--- config.mk ---
export PLATFORM = sky130hd
export DESIGN_NAME = multi_channel_accumulator
export DESIGN_NICKNAME = d
export VERILOG_FILES = /design/src/rtl/multi_channel_accumulator.sv
export SDC_FILE = /design/constraint.sdc
export NUM_CORES = 1
export LEC_CHECK = 0
export BUFFER_PORTS_ARGS = -buffer_cell sky130_fd_sc_hd__buf_2
export CAP_MARGIN = 30
export CELL_PAD_IN_SITES_DETAIL_PLACEMENT = 0
export CELL_PAD_IN_SITES_GLOBAL_PLACEMENT = 1
export CORE_MARGIN = 1
export CORE_UTILIZATION = 40
export DETAILED_ROUTE_END_ITERATION = 10
export PLACE_DENSITY_LB_ADDON = 0.1
export SYNTH_ARGS = -nofsm -noshare
export SYNTH_HDL_FRONTEND = slang
export SYNTH_SLANG_ARGS = --single-unit
--- constraint.sdc ---
create_clock -name clk -period 2.65 [get_ports clk]
set_input_delay 0.53 -clock clk [delete_from_list [all_inputs] [get_ports clk]]
set_output_delay 0.53 -clock clk [all_outputs]
set_load 0.05 [all_outputs]
--- src/rtl/multi_channel_accumulator.sv ---
// NUM_CH independent wrap/saturate accumulators with sticky overflow flags and a
// single-entry valid/ready snapshot port that can atomically clear the channel it reads.

module multi_channel_accumulator_ch #(
    parameter int ACC_WIDTH = 16,
    parameter int ADD_WIDTH = 8,
    parameter int SIGNED    = 0
) (
    input  logic                 clk,
    input  logic                 rst,
    input  logic                 sat_en,
    input  logic                 add_en,
    input  logic                 clr_en,
    input  logic [ADD_WIDTH-1:0] value,
    output logic [ACC_WIDTH-1:0] acc,
    output logic                 ovf
);
    logic [ACC_WIDTH-1:0] ext, lim, nxt;
    logic [ACC_WIDTH:0]   sum;
    logic                 oor;

    always_comb begin
        ext = '0;
        ext[ADD_WIDTH-1:0] = value;
        if (SIGNED != 0)
            for (int i = ADD_WIDTH; i < ACC_WIDTH; i++) ext[i] = value[ADD_WIDTH-1];
    end

    assign sum = {1'b0, acc} + {1'b0, ext};

    // Signed overflow only when both operands share a sign the result lost.
    always_comb begin
        if (SIGNED != 0)
            oor = (acc[ACC_WIDTH-1] == ext[ACC_WIDTH-1]) && (sum[ACC_WIDTH-1] != acc[ACC_WIDTH-1]);
        else
            oor = sum[ACC_WIDTH];
    end

    always_comb begin
        lim = '1;
        if (SIGNED != 0) begin
            lim = '0;
            lim[ACC_WIDTH-1] = 1'b1;
            if (!acc[ACC_WIDTH-1]) lim = ~lim;
        end
        nxt = (oor && sat_en) ? lim : sum[ACC_WIDTH-1:0];
    end

    always_ff @(posedge clk) begin
        if (rst) begin
            acc <= '0;
            ovf <= 1'b0;
        end else if (clr_en) begin
            acc <= add_en ? ext : '0;
            ovf <= 1'b0;
        end else if (add_en) begin
            acc <= nxt;
            ovf <= ovf | oor;
        end
    end
endmodule

module multi_channel_accumulator #(
    parameter int  NUM_CH    = 4,
    parameter int  ACC_WIDTH = 16,
    parameter int  ADD_WIDTH = 8,
    parameter int  SIGNED    = 0,
    localparam int CH_W      = (NUM_CH > 1) ? $clog2(NUM_CH) : 1
) (
    input  logic                 clk,
    input  logic                 rst,
    input  logic                 sat_en,
    input  logic                 in_valid,
    input  logic [CH_W-1:0]      in_ch,
    input  logic [ADD_WIDTH-1:0] in_value,
    input  logic                 rd_valid,
    output logic                 rd_ready,
    input  logic [CH_W-1:0]      rd_ch,
    input  logic                 rd_clear,
    output logic                 out_valid,
    input  logic                 out_ready,
    output logic [CH_W-1:0]      out_ch,
    output logic [ACC_WIDTH-1:0] out_data,
    output logic                 out_ovf
);
    logic [NUM_CH-1:0][ACC_WIDTH-1:0] acc_q;
    logic [NUM_CH-1:0]                ovf_q;
    logic                             rd_fire, rd_hit;

    assign rd_ready = !out_valid || out_ready;
    assign rd_fire  = rd_valid && rd_ready;
    assign rd_hit   = int'(rd_ch) < NUM_CH;

    for (genvar i = 0; i < NUM_CH; i++) begin : g_ch
        multi_channel_accumulator_ch #(
            .ACC_WIDTH(ACC_WIDTH), .ADD_WIDTH(ADD_WIDTH), .SIGNED(SIGNED)
        ) u_ch (
            .clk   (clk),
            .rst   (rst),
            .sat_en(sat_en),
            .add_en(in_valid && (in_ch == CH_W'(i))),
            .clr_en(rd_fire && rd_clear && (rd_ch == CH_W'(i))),
            .value (in_value),
            .acc   (acc_q[i]),
            .ovf   (ovf_q[i])
        );
    end

    // Snapshot reads the registered state, i.e. before this cycle's add lands.
    always_ff @(posedge clk) begin
        if (rst) begin
            out_valid <= 1'b0;
            out_ch    <= '0;
            out_data  <= '0;
            out_ovf   <= 1'b0;
        end else if (rd_fire) begin
            out_valid <= 1'b1;
            out_ch    <= rd_ch;
            out_data  <= rd_hit ? acc_q[rd_ch] : '0;
            out_ovf   <= rd_hit ? ovf_q[rd_ch] : 1'b0;
        end else if (out_ready) begin
            out_valid <= 1'b0;
        end
    end
endmodule
==> impl_metrics.env, run 1 <==
export IMPL_syn_area_mm2=0.005515
export IMPL_grt_pass1_wl_mm=26.39
export IMPL_netlist_instances=651
export IMPL_pwr_density_cell_mw_per_mm2=485.4
export IMPL_die_h_um=119.4
export IMPL_grt_setup_unrepaired="false"
export IMPL_synth_common_cells="nand2_1 (111), dfxtp_1 (88), a21oi_1 (53)"
export IMPL_firstDrtPassIters=5
export IMPL_syn2layout_area_growth_pct=16.24
export IMPL_ys_seq_area_share_pct=31.94
export IMPL_coreArea_mm2=0.01335
export IMPL_antenna_found_initial=0
export IMPL_root_buffer="clkbuf_16"
export IMPL_maxCapViolations=0
export IMPL_final_cells=896
export IMPL_multi_input_area_mm2=0.003635
export IMPL_route_vias_total=5322
export IMPL_boundaryPins=40
export IMPL_drcViolationCount=0
export IMPL_setup_tns_ns=0
export IMPL_hold_violations=0
export IMPL_hold_path_class="reg -> reg"
export IMPL_ys_seq_elements=88
export IMPL_crit_arrival_ns=2.66
export IMPL_p_leak_nw=2.594
export IMPL_crit_path_start="in_value[0]"
export IMPL_clk_path_buf_depth=2
export IMPL_worst_pin_slew_ns=0.6856
export IMPL_row_count=42
export IMPL_cts_setup_buffers=0
export IMPL_setup_viol=0
export IMPL_hold_start="out_data[3]$_SDFFE_PP0P_"
export IMPL_slew_violations=0
export IMPL_hold_buffers=0
export IMPL_cp_start_kind="primary input"
export IMPL_finClkSkew_ns=0.01025
export IMPL_netlist_area_leader_share_pct=31.94
export IMPL_syn_nets=706
export IMPL_synthTopCellsByArea="dfxtp_1 (32%), nand2_1 (7.6%), ha_1 (7.3%)"
export IMPL_fillCellCount=1322
export IMPL_worstPathRequired_ns=2.90
export IMPL_cts_resized=0
export IMPL_die_x_um=119.4
export IMPL_async_flop_share_pct=0
export IMPL_grt_total_usage_pct=24.06
export IMPL_synth_most_common_cell="nand2_1"
export IMPL_status="finished clean"
export IMPL_max_freq_ghz=0.4141
export IMPL_grt_max_degree=24
export IMPL_dp_cells=880
export IMPL_max_slew_margin_pct=54.29
export IMPL_n_antenna_cell=0
export IMPL_io_buffers=39
export IMPL_drive_above_1_share_pct=17.22
export IMPL_finalCritPeriodShare_pct=91.13
export IMPL_syn_area_per_cell_um2=8.472
export IMPL_path_clk_slew_ns=0.07
export IMPL_clock_sinks=88
export IMPL_numCtsBuffers=9
export IMPL_grt_pass1_vias=5190
export IMPL_via_per_inst=5.940
export IMPL_synth_warning_count=0
export IMPL_grt_overflow_total=0
export IMPL_drt_iter0_drc=375
export IMPL_htree_levels=3
export IMPL_synth_distinct_cells=68
export IMPL_synth_ff_type="dfxtp_1"
export IMPL_drt_wirelength_per_cell_um=18.34
export IMPL_fin_crit_ns=2.415
export IMPL_synth_enable_flop_cells=0
export IMPL_place_area_mm2=0.006121
export IMPL_ir_worst_vdd_mv=0.3344
export IMPL_cts_tree="done"
export IMPL_end_kind="flop"
export IMPL_place_hpwl_mm=13.01
export IMPL_criticalPathCategory="in -> reg"
export IMPL_reg2reg_from="g_ch[1].u_ch.acc[0]$_SDFFE_PP0P_"
export IMPL_die_area_mm2=0.01426
export IMPL_crit_fanout=8
export IMPL_fin_nets=770
export IMPL_yosys_area_top_type="dfxtp_1"
export IMPL_drt_wl_total_mm=16.43
export IMPL_regArea_mm2=0.001762
export IMPL_start_util_pct=41.32
export IMPL_design_area_mm2=0.006411
export IMPL_p_total_w=0.003112
export IMPL_ant_nets=0
export IMPL_place_gp_congestion=0.9035
export IMPL_clk_latency_ns=0.35
critical path, stage by stage:
cell and delay, ns:
buf_2 0.19, ha_1 0.23, fa_1 0.22, a21oi_1 0.11
o211ai_1 0.35, nand2_1 0.12, o21a_1 0.23, or4_1 0.49
and3_1 0.19
cell usage in the layout (no fill, tap or decap), drive strengths merged, types with 4 or more instances in the layout:
| master | netlist | final |
|---|---|---|
| buf | 8 | 74 |
| a21oi | 54 | 54 |
| o21ai | 43 | 43 |
| nand2 | 112 | 112 |
| nand4 | 6 | 6 |
| inv | 9 | 11 |
| xnor2 | 11 | 11 |
| a21o | 6 | 6 |
| fa | 4 | 4 |
| a211oi | 14 | 14 |
| nand2b | 4 | 4 |
| or4 | 4 | 4 |
| a221oi | 4 | 4 |
| and2 | 8 | 8 |
| a311oi | 7 | 7 |
| nor3 | 19 | 19 |
| nor2b | 5 | 5 |
| ha | 32 | 32 |
| o211ai | 6 | 6 |
| and4 | 6 | 6 |
| o221ai | 17 | 17 |
| xor2 | 12 | 12 |
| a31oi | 17 | 17 |
| nor2 | 48 | 48 |
| nand3 | 17 | 17 |
| mux4 | 17 | 17 |
| dfxtp | 88 | 88 |
| and3 | 15 | 15 |
| mux2i | 4 | 4 |
| clkbuf | 13 | 10 |
through the flow:
step                setup WS [ns]  hold slack (ns)  utilization, %
floorplan                  0.2384           0.4315               -
global placement         -0.09428           0.4401           45.86
detailed placement        -0.1339           0.4449           45.86
CTS                        0.2295           0.4548           48.03
global route              0.04935           0.4735           48.03
finish                     0.2350           0.4532           48.03
sequential cells by signal (all words and copies together) (netlist names):
| register | flops |
|---|---|
| g_ch.u_ch.acc | 64 |
| g_ch.u_ch.ovf | 4 |
| out_ch | 2 |
| out_data | 16 |
| out_ovf | 1 |
| out_valid | 1 |
cell families after synthesis:
kind of cell | count (synthesis) | share of synthesized area (%)
compound gates | 195 | 23.37
xor+xnor | 23 | 3.652
fa+ha+maj | 36 | 8.711
buf+inv | 30 | 2.155
flops | 88 | 31.94
mux | 21 | 7.668
simple gates | 258 | 22.50
cell type report:
class | instances | area share (%)
Multi-Input combinational cell | 533 | 56.69
Sequential cell | 88 | 27.48
Timing Repair Buffer | 74 | 7.338
Clock buffer | 10 | 3.728
Tap cell | 176 | 3.435
Clock inverter | 6 | 0.8002
Inverter | 9 | 0.5269
power by group:
group	total, W	internal, W	switching (W)	leakage [nW]
registers	0.00138	0.00135	0.0000280	0.712
logic	0.000468	0.000180	0.000288	1.75
clock network	0.00127	0.000673	0.000593	0.133
worst paths after layout:
| kind | to | slack, ns | depth (start not counted) |
|---|---|---|---|
| hold / removal | out_data[3]$_SDFFE_PP0P_ | 0.45 | 2 |
| setup reg to reg | g_ch[1].u_ch.acc[14]$_SDFFE_PP0P_ | 0.24 | 8 |
| hold reg to reg | out_data[3]$_SDFFE_PP0P_ | 0.45 | 2 |
| setup / recovery | g_ch[1].u_ch.acc[14]$_SDFFE_PP0P_ | 0.24 | 9 |
metal layers:
metal	GRT usage, %	part of all wire [%]	vias to the layer above
met3	5.172	5.5	30
met5	0	0	-
met1	31.68	46	2551
met2	38.95	46	156
met4	8.125	2.1	0
li1	-	-	2585
(Power assumes the default switching activity.)
==> run 2: changes to the inputs <==
MAX_ROUTING_LAYER = met4   (was unset)
==> run 2 against run 1 <==
Clock power up 11%. Worst hold slack about the same. Setup slack worse by 0.0021 ns. Sequential share of layout area down 0.18 points. First-iteration DRC count down 18%. Sequential cell count unchanged. Register-to-register slack better by 0.03 ns. Non-clock buffer count unchanged. Via count down 0.56%. Wire length up 0.26%. Final cell count down 0.11%. Utilization up 0.31 points. Largest power group is now clock.
==> impl_metrics.env, run 2 (synthesis results as in run 1) <==
export IMPL_cpMostUsedCell="a211oi_1"
export IMPL_cts_tree="done"
export IMPL_largest_register_ffs=64
export IMPL_finalCritPeriodShare_pct=91.21
export IMPL_route_vias_total=5292
export IMPL_boundaryPins=40
export IMPL_design_area_mm2=0.006452
export IMPL_pwr_share_comb_pct=14.6
export IMPL_crit_slowest_cell="fa_1"
export IMPL_status="finished clean"
export IMPL_max_slew_margin_pct=58.89
export IMPL_row_count=42
export IMPL_place_gp_congestion=0.8982
export IMPL_grt_total_usage_pct=25.33
export IMPL_ir_worst_vdd_mv=0.2919
export IMPL_seq_power_share_pct=42.3
export IMPL_worst_slack_ns=0.2329
export IMPL_finClkSkew_ns=0.005414
export IMPL_coreArea_mm2=0.01335
export IMPL_rr_endpoint="g_ch[2].u_ch.acc[3]$_SDFFE_PP0P_"
export IMPL_path_cells="buf_2 > ha_1 > fa_1 > a211oi_1 > o211ai_1 > o2111ai_1 > nand2_1 > a211oi_1 > a211oi_1"
export IMPL_ant_nets=0
export IMPL_layout_common_cells="nand2_1 (111), dfxtp_1 (88), a21oi_1 (53)"
export IMPL_clock_sinks=88
export IMPL_syn2layout_area_growth_pct=16.99
export IMPL_place_area_mm2=0.006133
export IMPL_grt_overflow_total=0
export IMPL_worst_pin_slew_ns=0.6166
export IMPL_top_regs="g_ch.u_ch.acc: 64 flops, out_data: 16 flops, g_ch.u_ch.ovf: 4 flops"
export IMPL_end_kind="flop"
export IMPL_switchingPower_w=0.0008984
export IMPL_drt_wirelength_per_cell_um=18.41
export IMPL_cp_start_kind="primary input"
export IMPL_fin_crit_ns=2.417
export IMPL_place_ws_ns=-0.1208
export IMPL_internal_power_w=0.002361
export IMPL_hold_start="out_data[9]$_SDFFE_PP0P_"
export IMPL_htree_levels=3
export IMPL_crit_arrival_ns=2.65
export IMPL_maxCapViolations=0
export IMPL_die_area_mm2=0.01426
export IMPL_whs_endpoint="out_data[9]$_SDFFE_PP0P_"
export IMPL_crit_buf_inv=1
export IMPL_path_delay_family="compound AO/OA/AOI/OAI gates"
export IMPL_start_util_pct=41.32
export IMPL_via_per_inst=5.913
export IMPL_die_x_um=119.4
export IMPL_n_antenna_cell=0
export IMPL_hold_violations=0
export IMPL_slew_violations=0
export IMPL_criticalPathCategory="in -> reg"
export IMPL_p_leak_nw=2.618
export IMPL_numCtsBuffers=9
export IMPL_place_hpwl_mm=12.97
export IMPL_layout_commonest_cell="nand2_1"
export IMPL_r2r_slack_ns=0.27
export IMPL_worstPathRequired_ns=2.88
export IMPL_grt_max_degree=23
export IMPL_path_clk_slew_ns=0.06
export IMPL_fin_nets=770
export IMPL_clk_path_buf_depth=2
export IMPL_swShare_pct=27.56
export IMPL_io_buffers=39
export IMPL_grt_setup_unrepaired="false"
export IMPL_grt_pass1_vias=5252
export IMPL_setup_viol=0
export IMPL_firstDrtPassIters=5
export IMPL_p_clk_share_pct=43.2
export IMPL_clk_latency_ns=0.36
export IMPL_crit_fanout=8
export IMPL_reg2reg_from="g_ch[2].u_ch.acc[0]$_SDFFE_PP0P_"
export IMPL_grt_pass1_wl_mm=27.09
export IMPL_max_freq_ghz=0.4137
export IMPL_drt_wl_total_mm=16.48
export IMPL_regMostFlops="g_ch.u_ch.acc"
export IMPL_root_buffer="clkbuf_16"
export IMPL_cpPeakStageDelay_ns=0.39
export IMPL_antenna_found_initial=0
export IMPL_die_h_um=119.4
export IMPL_drive_above_1_share_pct=17.11
export IMPL_drt_iter0_drc=307
export IMPL_drcViolationCount=0
export IMPL_r2r_cells=8
export IMPL_hold_path_class="reg -> reg"
export IMPL_pwr_density_cell_mw_per_mm2=505.1
export IMPL_hold_depth=2
run 2: worst min-delay path, cell delays in order, from the launching register on:
cell and delay (ns):
dfxtp_1 0.30, nand2_1 0.05, a21oi_1 0.05
run 2: layout make-up:
cell class | count | area (um2)
Clock buffer | 9 | 225.2
Clock inverter | 6 | 93.84
Fill cell | 1320 | 6895
Sequential cell | 88 | 1762
Inverter | 9 | 33.78
Timing Repair Buffer | 74 | 483.0
Multi-Input combinational cell | 533 | 3635
Tap cell | 176 | 220.2
run 2: per-stage QoR:
stage          utilization [%]  TNS (ns)  power [W]  cells  hold WS, ns
2_1_floorplan                -         0   0.001715    651       0.4315
5_1_grt                  48.34         0   0.003396    895       0.4598
6_report                 48.34         0   0.003259    895       0.4532
4_1_cts                  48.34         0   0.003283    895       0.4534
3_5_place_dp             45.95    -1.480   0.001879    880       0.4440
3_3_place_gp             45.95   -0.6143   0.001869    880       0.4406
run 2: worst max-delay path by stage:
stage / from / endpoint / depth (start not counted)
after detailed placement: in_value[0] / g_ch[2].u_ch.acc[3]$_SDFFE_PP0P_ / 9
after floorplan: in_value[0] / g_ch[2].u_ch.acc[3]$_SDFFE_PP0P_ / 8
after CTS: in_value[0] / g_ch[2].u_ch.acc[3]$_SDFFE_PP0P_ / 9
final: in_value[0] / g_ch[2].u_ch.acc[3]$_SDFFE_PP0P_ / 9
after global placement: in_value[0] / g_ch[2].u_ch.acc[3]$_SDFFE_PP0P_ / 9
after global routing: in_value[0] / g_ch[2].u_ch.acc[3]$_SDFFE_PP0P_ / 9
run 2: power groups by stage:
stage	Clock [W]	Sequential, W	Combinational, W
2_1_floorplan	0	0.00142	0.000300
3_3_place_gp	0	0.00141	0.000463
3_5_place_dp	0	0.00141	0.000472
4_1_cts	0.00143	0.00138	0.000474
5_1_grt	0.00149	0.00138	0.000523
6_report	0.00141	0.00138	0.000475
run 2: per-layer routing:
metal  routed length, um  share of wire, %  GRT usage [%]
met1                7576                46          32.62
met2                7588                46          39.53
met3                 934               5.7          4.023
met5                   0                 0              -
met4                 376               2.3          10.55
run 2: timing repair:
item | in CTS | in global routing
gates resized for setup | 0 | 1
setup endpoints to repair | 0 | 1
hold buffers | 0 | 0
buffers inserted | 0 | 0
==> run 3: changes to the inputs <==
CORE_UTILIZATION = 46   (was 40)
==> run 3 against run 2 <==
Sequential share of layout area grew 0.32 points. Cell area down 1.1%. Via count is 0.11% higher. Clock skew increased by 0.0053 ns. The flow now finishes with violations (design-rule violations). Wire length fell by 1.9%. Register-to-register slack got worse by 0.06 ns. Non-clock buffer count fell by 2. Sequential power barely moved. Critical path depth is the same. Global-route usage increased by 2.4 points. Setup slack worse by 0.030 ns. Highest routed layer unchanged.
==> impl_metrics.env, run 3 (synthesis results as in run 1) <==
export IMPL_internal_power_w=0.002365
export IMPL_layout_common_cells="nand2_1 (111), dfxtp_1 (88), a21oi_1 (53)"
export IMPL_grt_setup_unrepaired="false"
export IMPL_die_x_um=111.5
export IMPL_firstDrtPassIters=7
export IMPL_max_slew_margin_pct=56.34
export IMPL_htree_levels=3
export IMPL_hold_path_class="reg -> reg"
export IMPL_place_hpwl_mm=12.51
export IMPL_switchingPower_w=0.0009110
export IMPL_start_util_pct=47.69
export IMPL_seq_power_share_pct=42.0
export IMPL_layout_commonest_cell="nand2_1"
export IMPL_drt_wirelength_per_cell_um=18.78
export IMPL_worst_pin_slew_ns=0.6550
export IMPL_crit_arrival_ns=2.69
export IMPL_via_per_inst=6.153
export IMPL_hold_violations=0
export IMPL_criticalPathCategory="in -> reg"
export IMPL_dp_cells=845
export IMPL_cts_setup_buffers=0
export IMPL_coreArea_mm2=0.01156
export IMPL_boundaryPins=40
export IMPL_p_clk_share_pct=43.7
export IMPL_antenna_found_initial=0
export IMPL_hold_buffers=0
export IMPL_n_antenna_cell=0
export IMPL_p_leak_nw=2.611
export IMPL_setup_tns_ns=0
export IMPL_grt_max_degree=32
export IMPL_clk_latency_ns=0.36
export IMPL_place_gp_congestion=0.9181
export IMPL_finalCritPeriodShare_pct=92.36
export IMPL_io_buffers=39
export IMPL_clk_path_buf_depth=2
export IMPL_crit_fanout=8
export IMPL_row_count=39
export IMPL_pwr_density_cell_mw_per_mm2=513.7
export IMPL_fin_nets=768
export IMPL_root_buffer="clkbuf_16"
export IMPL_grt_pass1_wl_mm=26.16
export IMPL_die_area_mm2=0.01243
export IMPL_pwr_share_comb_pct=14.2
export IMPL_grt_total_usage_pct=27.77
export IMPL_grt_overflow_total=0
export IMPL_slew_violations=0
export IMPL_syn2layout_area_growth_pct=15.65
export IMPL_swShare_pct=27.80
export IMPL_cp_start_kind="primary input"
export IMPL_fin_crit_ns=2.448
export IMPL_grt_pass1_vias=5118
export IMPL_finClkSkew_ns=0.01070
export IMPL_ant_nets=0
export IMPL_r2r_slack_ns=0.21
export IMPL_top_regs="g_ch.u_ch.acc: 64 flops, out_data: 16 flops, g_ch.u_ch.ovf: 4 flops"
export IMPL_largest_register_ffs=64
export IMPL_max_freq_ghz=0.4086
export IMPL_drt_iter0_drc=380
export IMPL_maxCapViolations=0
export IMPL_drt_wl_total_mm=16.17
export IMPL_final_cells=861
export IMPL_status="finished with violations"
export IMPL_end_kind="flop"
export IMPL_path_clk_slew_ns=0.07
export IMPL_clock_sinks=88
export IMPL_worstPathRequired_ns=2.90
export IMPL_drive_above_1_share_pct=16.99
export IMPL_ir_worst_vdd_mv=0.3546
export IMPL_setup_viol=0
export IMPL_route_vias_total=5298
export IMPL_regMostFlops="g_ch.u_ch.acc"
export IMPL_numCtsBuffers=9
export IMPL_cts_resized=0
export IMPL_drcViolationCount=2
export IMPL_violations="design-rule violations"
export IMPL_die_h_um=111.5
export IMPL_cts_tree="done"
run 3: cell count changes in the layout (fill, tap and decap cells not counted), sizes merged:
cell / before / now
inv: 10 / 11
buf: 74 / 72
clkinvlp: 1 / 0
clkinv: 2 / 3
run 3: metal layers:
layer  track usage, %  wire, um
met1            35.33      7444
met4            8.378       249
met3            6.913       974
met5                -         0
met2            43.50      7501
run 3: layout make-up:
class / count / area [um2]
clock buffers: 9 / 225.2
clock inverters: 7 / 103.9
fillers: 1097 / 5186
inverters: 9 / 33.78
multi-input cells: 533 / 3635
flip-flops and latches: 88 / 1762
well taps: 143 / 178.9
repair buffers: 72 / 440.4
run 3: worst max-delay path: stages:
cell	delay, ns
buf_2	0.20
ha_1	0.23
fa_1	0.22
a21oi_1	0.11
o211ai_1	0.33
nand2_1	0.14
o21a_1	0.23
or4_1	0.50
and3_1	0.20
run 3: path summary, 6_finish.rpt:
kind / cells after the start / to / from
hold reg to reg: 2 / out_data[2]$_SDFFE_PP0P_ / out_data[2]$_SDFFE_PP0P_
hold / removal: 2 / out_data[2]$_SDFFE_PP0P_ / out_data[2]$_SDFFE_PP0P_
setup / recovery: 9 / g_ch[1].u_ch.acc[14]$_SDFFE_PP0P_ / in_value[0]
setup reg to reg: 8 / g_ch[1].u_ch.acc[14]$_SDFFE_PP0P_ / g_ch[1].u_ch.acc[0]$_SDFFE_PP0P_
run 3: through the flow:
stage	hold WS, ns	total power (W)	area [um2]	util (%)	setup slack (ns)
final	0.4523	0.003276	6379	55.16	0.2024
after CTS	0.4534	0.003292	6379	55.16	0.2398
after global routing	0.4763	0.003400	6379	55.16	0.06065
after global placement	0.4399	0.001858	6045	52.27	-0.1013
after detailed placement	0.4439	0.001868	6050	52.31	-0.1202
after floorplan	0.4315	0.001715	5515	-	0.2384
run 3: power by group through the flow:
| stage | clock [W] | sequential (W) | combinational, W |
|---|---|---|---|
| after floorplan | 0 | 0.00142 | 0.000300 |
| after global placement | 0 | 0.00141 | 0.000452 |
| after detailed placement | 0 | 0.00141 | 0.000461 |
| after CTS | 0.00145 | 0.00138 | 0.000462 |
| after global routing | 0.00151 | 0.00138 | 0.000515 |
| final | 0.00143 | 0.00138 | 0.000467 |
